===== src/rtl/mem_io_responder_pkg.sv =====
// Shared definitions for the memory/I-O responder: FSM state encoding and
// the register offsets of the memory-mapped I/O block.
package mem_io_responder_pkg;

  typedef enum logic [1:0] {
    IDLE     = 2'd0,
    RAM_WAIT = 2'd1,
    RESP     = 2'd2
  } state_t;

  // Register offsets relative to IO_BASE
  localparam int IO_LED     = 0;
  localparam int IO_SW      = 1;
  localparam int IO_TIMER   = 2;
  localparam int IO_SCRATCH = 3;

endpackage


===== src/rtl/mem_io_responder_io_regs.sv =====
// Memory-mapped I/O registers: LED, synchronised switches, free-running timer
// and a scratch register, with a combinational read mux and unmapped-offset
// error decode. Writes take effect on the clock edge where wr_en is high.
module mem_io_responder_io_regs
  import mem_io_responder_pkg::*;
#(
  parameter int ADDR_W = 16,
  parameter int DATA_W = 16,
  parameter int LED_W  = 10,
  parameter int SW_W   = 10
) (
  input  logic              clk,
  input  logic              reset,
  input  logic              wr_en,
  input  logic [ADDR_W-1:0] off,
  input  logic [DATA_W-1:0] wdata,
  input  logic [SW_W-1:0]   sw,
  output logic [DATA_W-1:0] rd_data,
  output logic              err,
  output logic [LED_W-1:0]  led
);

  logic [SW_W-1:0]   sw_meta;
  logic [SW_W-1:0]   sw_sync;
  logic [DATA_W-1:0] led_reg;
  logic [DATA_W-1:0] timer;
  logic [DATA_W-1:0] scratch;

  logic sel_led, sel_sw, sel_timer, sel_scratch;

  assign sel_led     = (off == ADDR_W'(IO_LED));
  assign sel_sw      = (off == ADDR_W'(IO_SW));
  assign sel_timer   = (off == ADDR_W'(IO_TIMER));
  assign sel_scratch = (off == ADDR_W'(IO_SCRATCH));

  assign led = led_reg[LED_W-1:0];

  // Register file update; a timer write takes priority over its increment
  always_ff @(posedge clk or negedge reset) begin
    if (!reset) begin
      sw_meta <= '0;
      sw_sync <= '0;
      led_reg <= '0;
      timer   <= '0;
      scratch <= '0;
    end else begin
      sw_meta <= sw;
      sw_sync <= sw_meta;
      if (wr_en && sel_led) begin
        led_reg <= wdata;
      end
      if (wr_en && sel_timer) begin
        timer <= wdata;
      end else begin
        timer <= timer + DATA_W'(1);
      end
      if (wr_en && sel_scratch) begin
        scratch <= wdata;
      end
    end
  end

  // Read mux; offsets outside the map read as zero and flag an error
  always_comb begin
    rd_data = '0;
    err     = 1'b0;
    if (sel_led) begin
      rd_data = led_reg;
    end else if (sel_sw) begin
      rd_data = DATA_W'(sw_sync);
    end else if (sel_timer) begin
      rd_data = timer;
    end else if (sel_scratch) begin
      rd_data = scratch;
    end else begin
      err = 1'b1;
    end
  end

endmodule


===== src/rtl/mem_io_responder.sv =====
// Target side of the CPU memory port. One request at a time is serviced from
// external block RAM (fixed read latency) or from on-chip I/O registers; the
// ack pulse (and bus_err, for unmapped I/O) is generated on the way out of RESP.
module mem_io_responder
  import mem_io_responder_pkg::*;
#(
  parameter int                ADDR_W  = 16,
  parameter int                DATA_W  = 16,
  parameter logic [ADDR_W-1:0] IO_BASE = 16'hFF00,
  parameter int                RAM_LAT = 1,
  parameter int                LED_W   = 10,
  parameter int                SW_W    = 10
) (
  input  logic              clk,
  input  logic              reset,
  input  logic              req,
  input  logic              we,
  input  logic [ADDR_W-1:0] addr,
  input  logic [DATA_W-1:0] wdata,
  output logic [DATA_W-1:0] rdata,
  output logic              ack,
  output logic              bus_err,
  output logic [ADDR_W-1:0] ram_addr,
  output logic              ram_we,
  output logic [DATA_W-1:0] ram_wdata,
  input  logic [DATA_W-1:0] ram_rdata,
  input  logic [SW_W-1:0]   sw,
  output logic [LED_W-1:0]  led
);

  // Last RAM_WAIT count before moving on; RAM data is then valid during RESP
  localparam logic [1:0] LAT_LAST = 2'(RAM_LAT - 1);

  state_t            state;
  state_t            state_next;
  logic              accept;
  logic              io_wr;
  logic              is_io;
  logic [ADDR_W-1:0] io_off;
  logic [DATA_W-1:0] io_rdata;
  logic              io_err;
  logic [1:0]        lat_cnt;
  logic              rd_pend;
  logic              err_pend;

  assign is_io  = (addr >= IO_BASE);
  assign io_off = addr - IO_BASE;

  // State register
  always_ff @(posedge clk or negedge reset) begin
    if (!reset) begin
      state <= IDLE;
    end else begin
      state <= state_next;
    end
  end

  // Next-state logic
  always_comb begin
    state_next = state;
    unique case (state)
      IDLE:     if (accept) state_next = is_io ? RESP : RAM_WAIT;
      RAM_WAIT: if (lat_cnt == LAT_LAST) state_next = RESP;
      RESP:     state_next = IDLE;
      default:  state_next = IDLE;
    endcase
  end

  // Acceptance strobes; a request still held high during the ack cycle is not re-accepted
  always_comb begin
    accept = (state == IDLE) && req && !ack;
    io_wr  = accept && is_io && we;
  end

  mem_io_responder_io_regs #(
    .ADDR_W (ADDR_W),
    .DATA_W (DATA_W),
    .LED_W  (LED_W),
    .SW_W   (SW_W)
  ) u_io_regs (
    .clk     (clk),
    .reset   (reset),
    .wr_en   (io_wr),
    .off     (io_off),
    .wdata   (wdata),
    .sw      (sw),
    .rd_data (io_rdata),
    .err     (io_err),
    .led     (led)
  );

  // Request latching, RAM sequencing, read-data capture and response pulses
  always_ff @(posedge clk or negedge reset) begin
    if (!reset) begin
      rdata     <= '0;
      ack       <= 1'b0;
      bus_err   <= 1'b0;
      ram_we    <= 1'b0;
      ram_addr  <= '0;
      ram_wdata <= '0;
      lat_cnt   <= '0;
      rd_pend   <= 1'b0;
      err_pend  <= 1'b0;
    end else begin
      ack     <= 1'b0;
      bus_err <= 1'b0;
      ram_we  <= 1'b0;
      case (state)
        IDLE: begin
          if (accept) begin
            lat_cnt <= '0;
            if (is_io) begin
              rd_pend  <= 1'b0;
              err_pend <= io_err;
              if (!we) rdata <= io_rdata;
            end else begin
              rd_pend   <= !we;
              err_pend  <= 1'b0;
              ram_addr  <= addr;
              ram_wdata <= wdata;
              ram_we    <= we;
            end
          end
        end
        RAM_WAIT: lat_cnt <= lat_cnt + 2'd1;
        RESP: begin
          ack     <= 1'b1;
          bus_err <= err_pend;
          if (rd_pend) rdata <= ram_rdata;
        end
        default: ;
      endcase
    end
  end

endmodule


===== config.mk =====
export PLATFORM = sky130hd
export DESIGN_NAME = mem_io_responder
export DESIGN_NICKNAME = d
export VERILOG_FILES = /design/src/rtl/mem_io_responder_pkg.sv /design/src/rtl/mem_io_responder_io_regs.sv /design/src/rtl/mem_io_responder.sv
export SDC_FILE = /design/constraint.sdc
export NUM_CORES = 1
export LEC_CHECK = 0
export BUFFER_PORTS_ARGS = -buffer_cell sky130_fd_sc_hd__buf_2
export CAP_MARGIN = 20
export CELL_PAD_IN_SITES_DETAIL_PLACEMENT = 0
export CELL_PAD_IN_SITES_GLOBAL_PLACEMENT = 1
export CORE_MARGIN = 3
export CORE_UTILIZATION = 31
export DETAILED_ROUTE_END_ITERATION = 6
export GPL_TIMING_DRIVEN = 0
export PLACE_DENSITY = 0.64
export SETUP_SLACK_MARGIN = 0.2
export SLEW_MARGIN = 10
export SYNTH_ARGS = -nofsm -noshare
export SYNTH_HDL_FRONTEND = slang
export SYNTH_SLANG_ARGS = --single-unit

===== constraint.sdc =====
create_clock -name clk -period 2.6 [get_ports clk]
set_input_delay 0.52 -clock clk [delete_from_list [all_inputs] [get_ports clk]]
set_output_delay 0.52 -clock clk [all_outputs]
set_load 0.005 [all_outputs]

# == Word level (Yosys, flattened, before mapping) ==
# Cells that the tools add are included.
# totals
n_memories,0
mem_bits_ro,0
ff_bits,125
input_bits,62
out_inout_bits,61
latch_bits,0
elab_cells,76
ram_bits,0
# classes
shift,0
n_bitwise,1
n_eq_ne,10
mul,0
addsub,3
order_cmp,1
div,0
mux,27
n_reduce_logical,19
# op_table
op,n
16-bit 2-to-1 mux,9
16-bit by 2-bit == test with 1-bit output (second input constant),2
16-bit case mux with 2 select lines,1
16-bit by 1-bit adder with 16-bit output (second input constant),1
16-bit by 1-bit == test with 1-bit output (second input constant),1
16-bit greater-or-equal comparator (second input constant),1
16-bit logical NOT,1
16-bit subtractor (second input constant),1
1-bit 2-to-1 mux,11
2-bit != test (second input constant),5
2-bit 2-to-1 mux,4
2-bit case mux with 2 select lines,2
1-bit logical AND,7
2-bit AND reduction,3
5-bit AND reduction,1
2-bit logical NOT,2
2-bit nonzero test,2
3-bit AND reduction,1
2-bit by 1-bit adder with 2-bit output (second input constant),1
2-bit by 1-bit == test with 1-bit output (second input constant),1
2-bit == test (second input constant),1
1-bit logical NOT,2
1-bit NOT,1

# == Logic depth before layout (Yosys ltp) ==
# Gate-level depths: netlist (run 1).
# depth
ltp_word,10
mapped_depth,8
depth_no_buf,6

# == Hierarchy ==
# A second synthesis (run 1) with hierarchy kept.
# hier_totals
cells_unflattened,407
area_unflattened_um2,5646.7
# by_module_without_submodules
mod,seq_area_each_um2,cells_per_inst,instances,area_each_um2
mem_io_responder_io_regs,1701.6,238,1,3108.0
mem_io_responder,1426.4,169,1,2538.7

# == Worst setup path before layout (run 1) ==
# OpenSTA, ideal clock, no wires.
# synth_timing
path_kind,input to register
start,in addr[3]
end,reg u_io_regs.led_reg[10]
t_arrival_ns,2.231
setup_slack_ns,0.244
setup_time_ns,0.125
required_time_ns,2.475
path_stages,5
path_buffers,1
cell_sequence,nor4_1 -> nand4_1 -> nor4_4 -> buf_2 -> mux2_2
# synth_between
elab_chain_cells,4
word_cells_on_any_way,6
classes_between,1 x add/sub; 1 x order compare; 4 x reduce/logical
# synth_lines
element,line,source
"start, declared",mem_io_responder.sv:18,"input logic [ADDR_W-1:0] addr,"
branches (longest 3 deep; another with 16-bit subtractor),--,
1-bit logical AND *,mem_io_responder_io_regs.sv:49,if (wr_en && sel_led) begin
"end signal, assigned",mem_io_responder_io_regs.sv:50,led_reg <= wdata;
"end, declared",mem_io_responder_io_regs.sv:25,logic [DATA_W-1:0] led_reg;
# Mark *: on every way between the ends.
# A chain may end at the register's enable or synchronous reset.

# == Final worst setup path (run 1) ==
# layout_timing
start,reg state[0]
end,reg rdata[9]
# layout_between
elab_chain_cells,5
word_cells_on_any_way,11
classes_between,5 x eq/ne; 1 x mux; 5 x reduce/logical
# layout_lines
element,line,source
"start, declared",mem_io_responder.sv:34,state_t state;
"start signal, assigned",mem_io_responder.sv:54,state <= state_next;
2-bit logical NOT,"mem_io_responder.sv:71, mem_io_responder.sv:108",
1-bit logical AND (2 in series),mem_io_responder.sv:71,accept = (state == IDLE) && req && !ack;
2-bit != test (no source line),--,
5-bit AND reduction (no source line),--,
"end signal, assigned",mem_io_responder.sv:115,if (!we) rdata <= io_rdata;
"end signal, assigned",mem_io_responder.sv:129,if (rd_pend) rdata <= ram_rdata;
"end, declared",mem_io_responder.sv:20,"output logic [DATA_W-1:0] rdata,"
# Several ways; a longest one is shown, not always the timed one.

==> results of run 1 <==
==> path summary, 6_finish.rpt <==
path,from,end,slack (ps),depth (start not counted)
max in group asynchronous,reset,u_io_regs.led_reg[1],1800,2
max,state[0],rdata[9],210,8
min reg2reg,u_io_regs.sw_meta[2],u_io_regs.sw_sync[2],340,0
max reg2reg,state[0],rdata[9],210,8
min in group clk,sw[9],u_io_regs.sw_meta[9],210,1
min,reset,u_io_regs.sw_meta[7],90,1
==> placed cells by master, fill, tap and decap left out, types with 3 or more instances in the layout <==
cell                        count
sky130_fd_sc_hd__nand4_1        9
sky130_fd_sc_hd__a21oi_2        4
sky130_fd_sc_hd__o221ai_1      10
sky130_fd_sc_hd__mux2_2        88
sky130_fd_sc_hd__buf_4         21
sky130_fd_sc_hd__buf_2        121
sky130_fd_sc_hd__dfrtp_1      123
sky130_fd_sc_hd__nand3_1        3
sky130_fd_sc_hd__nor2_1        32
sky130_fd_sc_hd__clkbuf_2       5
sky130_fd_sc_hd__xor2_1         6
sky130_fd_sc_hd__a22oi_1        6
sky130_fd_sc_hd__clkbuf_16     18
sky130_fd_sc_hd__nor3_1         5
sky130_fd_sc_hd__xnor2_1        8
sky130_fd_sc_hd__o21ai_1        6
sky130_fd_sc_hd__clkbuf_1      13
sky130_fd_sc_hd__a21oi_1       31
sky130_fd_sc_hd__clkbuf_8       4
sky130_fd_sc_hd__inv_1          4
sky130_fd_sc_hd__bufinv_16      5
sky130_fd_sc_hd__and2_1         3
sky130_fd_sc_hd__nand2_1       13
sky130_fd_sc_hd__a22oi_2        6
sky130_fd_sc_hd__o21ai_0        6
==> metrics by stage <==
stage,util,hold slack (ps)
global placement,0.3727,334.0
CTS,0.4177,106.0
floorplan,-,224.4
detailed placement,0.3747,334.7
finish,0.4229,89.44
global route,0.4229,138.4
==> layout make-up <==
cell class | instances | area (µm²) | area share
Inverter | 4 | 15.01 | 0.002111
Sequential cell | 125 | 3131 | 0.4401
Multi-Input combinational cell | 259 | 2090 | 0.2938
Clock inverter | 6 | 155.1 | 0.02181
Clock buffer | 25 | 495.5 | 0.06966
Buffer | 32 | 212.7 | 0.02990
Tap cell | 220 | 275.3 | 0.03870
Timing Repair Buffer | 133 | 739.5 | 0.1040
==> per-layer routing <==
| metal | up-vias | GRT usage | wire length, µm |
|---|---|---|---|
| li1 | 1812 | - | - |
| met1 | 1919 | 0.1985 | 6369 |
| met2 | 84 | 0.2476 | 6779 |
| met3 | 13 | 0.03725 | 622 |
| met4 | 0 | 0.04775 | 216 |
| met5 | - | 0 | 0 |
==> what timing repair did <==
item | CTS | global route
buffers inserted | 5 | 5
resized for setup | 12 | 11
pin swaps | 2 | 4
gates cloned | 0 | 1
endpoints found under the hold margin | 0 | 0
endpoints found under the setup margin | 71 | 61
==> power by group through the flow <==
stage | registers, µW | logic, µW | clock network, µW
after global placement | 2640 | 1490 | 0
after global routing | 2680 | 1780 | 2760
final | 2630 | 1610 | 2610
after detailed placement | 2660 | 1540 | 0
after floorplan | 2690 | 770 | 0
after CTS | 2630 | 1600 | 2680
==> kinds of logic after synthesis <==
kind of cell,after synthesis
flip-flops,125
multiplexers,89
AND/OR/NAND/NOR,82
AO/OA/AOI/OAI,72
buffers and inverters,36
XOR/XNOR,14
adder cells (fa/ha/maj),2
==> worst max-delay path: cells and delay by family (launching register included) <==
kind | cells | cell delay, ps
AOI/OAI and AO/OA | 2 | 170
buffers and inverters | 3 | 440
DFF | 1 | 430
and+or+nand+nor | 3 | 1230
==> flow_metrics.tcl, run 1 <==
set metrics [dict create \
    critical_path_arrival_ps 2680 \
    total_power_uw 6850 \
    syn_nets 484 \
    combinationalPowerShare 0.235 \
    place.gp.congestion 0.7690 \
    critical-path-max-stage-delay_ps 560 \
    synth_compound_area_frac 0.08964 \
    critical_path_class "reg -> reg" \
    yosysUniqueCellTypes 41 \
    clock_path_buffers 2 \
    endpoint_kind "flip-flop" \
    total_switching_power_uw 1785 \
    critical_path.slowest_cell "sky130_fd_sc_hd__or4b_4" \
    post_synthesis_register_bit_count 125 \
    yosys-top-cells-count "sky130_fd_sc_hd__dfrtp_1, sky130_fd_sc_hd__mux2_2, sky130_fd_sc_hd__nor2_1" \
    synth_flop_cell "sky130_fd_sc_hd__dfrtp_1" \
    hp-class "in -> async" \
    clockRootBuffer "sky130_fd_sc_hd__clkbuf_16" \
    post_route_cells_drive_above_1_share 0.5017 \
    core_area_mm2 0.01682 \
    worst_pin_slew_ps 805.2 \
    fill_cells 1669 \
    floorplan.rows 47 \
    num_io_pins 123 \
    finClkSkew_ps 7.938 \
    number_of_antenna_violations_at_the_first_check_in_global_routing 0 \
    parity_gate_share_of_the_synthesized_area_counting_xor_and_xnor_cells 0.02276 \
    syn_area_per_cell_um2 12.83 \
    final_period_minus_worst_setup_slack_ps 2391 \
    worstPathRequired_ps 2890 \
    drt-total-wl_um 13990 \
    port-buffer-count 121 \
    synthMuxAreaShare 0.1860 \
    synthMostInstantiatedCell "sky130_fd_sc_hd__dfrtp_1" \
    syn_area_mm2 0.005388 \
    synth_edf_count 0 \
    placedCellCount 762 \
    sequential_element_share_of_the_synthesized_area 0.5806 \
    seq_pwr_share 0.384 \
    synthAdderAreaFrac 0.004645 \
    synth.area.top_cells "sky130_fd_sc_hd__dfrtp_1, sky130_fd_sc_hd__mux2_2, sky130_fd_sc_hd__a21oi_1" \
    areaGrowthSynthToFinish_pct 32.03 \
    grt_max_degree 65 \
    start_util 0.3203 \
    power_density_mw_per_mm2 963.0 \
    postSynth.asyncResetShare 1.000 \
    postLayoutCellArea_mm2 0.007113 \
    detailedPlace.worstSlack_ps -636.9 \
    routed_via_density 4.761 \
    worst_skew_pair.late_latency_ps 410 \
    post-dp-hpwl_um 9805 \
    max_freq_mhz 418.2 \
    dr_total_vias 3828 \
    maxSlewHeadroom 0.4632 \
    synth_largest_area_cell "sky130_fd_sc_hd__dfrtp_1" \
    syn_inst_count 420 \
    post-synth-top-area-fraction 0.5806 \
    setup-tns-final_ps 0 \
    finalHoldViolCount 0 \
    die_h_um 137.8 \
    dominant_combinational_cell_family_by_area_after_synthesis "multiplexers" \
    floorplan.die.width_um 137.8 \
    cts_num_sinks 125 \
    first_global_vias 3964 \
    die-area_mm2 0.01900 \
    first_pass_grt_wire_length_um 21600 \
    switching_power_as_a_share_of_total_power 0.2605 \
    slew_violations 0 \
    cts_made_buffers 17 \
    final_nets 636 \
    setup-violations-final 0 \
    grt_usage 0.1515 \
    start_kind "flip-flop" \
    drt_drc_violations_left 0 \
    crit_chain "or4b_4 > or4_4 > buf_6 > and2_4 > buf_12 > clkbuf_16 > a21oi_2 > a21oi_1" \
    fraction_of_the_mapped_netlist_area_in_simple_logic_gates 0.07989 \
    post-route-period-util 0.9196 \
    post_dp_cell_area_mm2 0.006302 \
    cellInternalPower_uw 5065 \
    finalWorstSetupSlack_ps 209.0 \
    htree_levels 4 \
    cp_max_fo 8 \
    vdd.ir_drop.worst_mv 0.4472 \
    fin_cells 804 \
    tritoncts "built" \
    final_antenna_net_count 0 \
    ys_warn_count 0 \
    rsz_0062_raised_after_global_routing "yes" \
    grt_overflow 0 \
    routed_wire_length_per_instance_um 17.40 \
    total_leakage_power_uw 0.003348 \
    drt-pass1-iter-count 4 \
    diode_count 0 \
    drv_cap 0 \
    drt-initial-drc-count 144 \
    outcome "finished, final reports clean" \
    power.clock.fraction 0.381 \
    cts.clk_slew.worst_paths_ps 60 \
    hold_buffers 0 \
]
Power figures use the tool's default switching activity.
==> run 2: changes to the inputs <==
SETUP_SLACK_MARGIN = 0.15   (was 0.2)
SKIP_CTS_REPAIR_TIMING = 1   (was default)
clock period = 2.5 ns   (was 2.6 ns; I/O delays follow)
==> flow_metrics.tcl, run 2 (synthesized netlist as in run 1, its figures left out) <==
set metrics [dict create \
    outcome "finished, final reports clean" \
    reg2reg_depth 8 \
    first_global_vias 3946 \
    worst_path_dominant_cell_family "simple AND/OR/NAND/NOR gates" \
    postLayoutCellArea_mm2 0.007089 \
    rsz_0062_raised_after_global_routing "yes" \
    core_area_mm2 0.01682 \
    setup-tns-final_ps 0 \
    crit_chain "or4b_4 > or4_4 > buf_6 > and2_4 > buf_6 > buf_12 > a22oi_2 > o21ai_1" \
    floorplan.rows 47 \
    first_pass_grt_wire_length_um 21470 \
    cp.buffers_inverters 3 \
    floorplan.die.width_um 137.8 \
    drt-initial-drc-count 151 \
    power_density_mw_per_mm2 997.3 \
    maxSlewHeadroom 0.4628 \
    routed_wire_length_per_instance_um 17.13 \
    critical_path.slowest_cell "sky130_fd_sc_hd__or4b_4" \
    die-area_mm2 0.01900 \
    critical_path_arrival_ps 2720 \
    worstPathRequired_ps 2790 \
    cp-endpoint "rdata[11]" \
    die_h_um 137.8 \
    layout_common_cells "sky130_fd_sc_hd__dfrtp_1, sky130_fd_sc_hd__buf_2, sky130_fd_sc_hd__mux2_2" \
    rr_startpoint "state[0]" \
    fin_cells 801 \
    cp_max_fo 10 \
    hold_ws_ps 70.85 \
    grt_max_degree 65 \
    worstReg2RegEnd "rdata[11]" \
    start_kind "flip-flop" \
    final_nets 633 \
    post-dp-hpwl_um 9805 \
    clockRootBuffer "sky130_fd_sc_hd__clkbuf_16" \
    slew_violations 0 \
    diode_count 0 \
    grt_usage 0.1507 \
    worst_pin_slew_ps 805.9 \
    areaGrowthSynthToFinish_pct 31.58 \
    cts_made_buffers 17 \
    grt_overflow 0 \
    ff2ff_setup_slack_ps 70 \
    htree_levels 4 \
    placedCellCount 762 \
    start_util 0.3203 \
    crit_top_cell "sky130_fd_sc_hd__buf_6" \
    worst_skew_pair.late_latency_ps 410 \
    drv_cap 0 \
    vdd.ir_drop.worst_mv 0.4633 \
    drt_drc_violations_left 0 \
    cts.clk_slew.worst_paths_ps 50 \
    clock_path_buffers 2 \
    tritoncts "built" \
    drt-total-wl_um 13720 \
    post_route_cells_drive_above_1_share 0.5043 \
    routed_via_density 4.709 \
    cts_num_sinks 125 \
    final_antenna_net_count 0 \
    port-buffer-count 121 \
    place.gp.congestion 0.7690 \
    critical-path-max-stage-delay_ps 570 \
    endpoint_kind "flip-flop" \
    post_dp_cell_area_mm2 0.006302 \
    finalHoldViolCount 0 \
    num_io_pins 123 \
    final_period_minus_worst_setup_slack_ps 2427 \
    dr_total_vias 3772 \
    total_leakage_power_uw 0.003327 \
    post-route-period-util 0.9708 \
    hp-class "in -> async" \
    mostFrequentLayoutCell "sky130_fd_sc_hd__dfrtp_1" \
    drt-pass1-iter-count 4 \
    number_of_antenna_violations_at_the_first_check_in_global_routing 0 \
    worstSetupPathDepth 8 \
    critical_path_class "reg -> reg" \
    finClkSkew_ps 7.699 \
    setup-violations-final 0 \
    total_power_uw 7070 \
    startpoint "state[0]" \
    max_freq_mhz 412.0 \
]
run 2: cell types whose count changed in the layout (fill, tap and decap cells not counted), sizes merged:
cell    before  now
clkbuf      41   36
buf        149  151
run 2: through the flow:
step	utilization	worst slack, ps
3_5_place_dp	0.3747	-716.9
3_3_place_gp	0.3727	-758.9
4_1_cts	0.4134	-335.3
2_1_floorplan	-	163.9
6_report	0.4215	72.99
5_1_grt	0.4215	18.12
run 2: routing by layer:
metal  up-vias  share of wire  track usage
met5         -              0            0
met4         0          0.015      0.05324
met3        14          0.041      0.03725
met2        81           0.48       0.2424
met1      1876           0.46       0.1982
li1       1801              -            -
run 2: worst min-delay path by stage:
stage                                 endpoint  cells past startpoint
after CTS                   u_io_regs.timer[9]                      1
after detailed placement  u_io_regs.sw_sync[1]                      0
after global routing      u_io_regs.sw_meta[7]                      1
after floorplan                            ack                      0
final                     u_io_regs.sw_meta[7]                      1
after global placement    u_io_regs.sw_sync[6]                      0
run 2: area by class of cell:
class	instances	area (µm²)
Clock inverter	6	155.1
Clock buffer	25	495.5
Multi-Input combinational cell	259	2097
Inverter	4	15.01
Sequential cell	125	3131
Buffer	32	221.5
Fill cell	1669	9729
Tap cell	220	275.3
Timing Repair Buffer	130	699.4
run 2: report_power, final:
group,internal [µW],switching (µW),total [µW]
logic,856,752,1610
registers,2500,242,2740
clock network,1870,853,2720
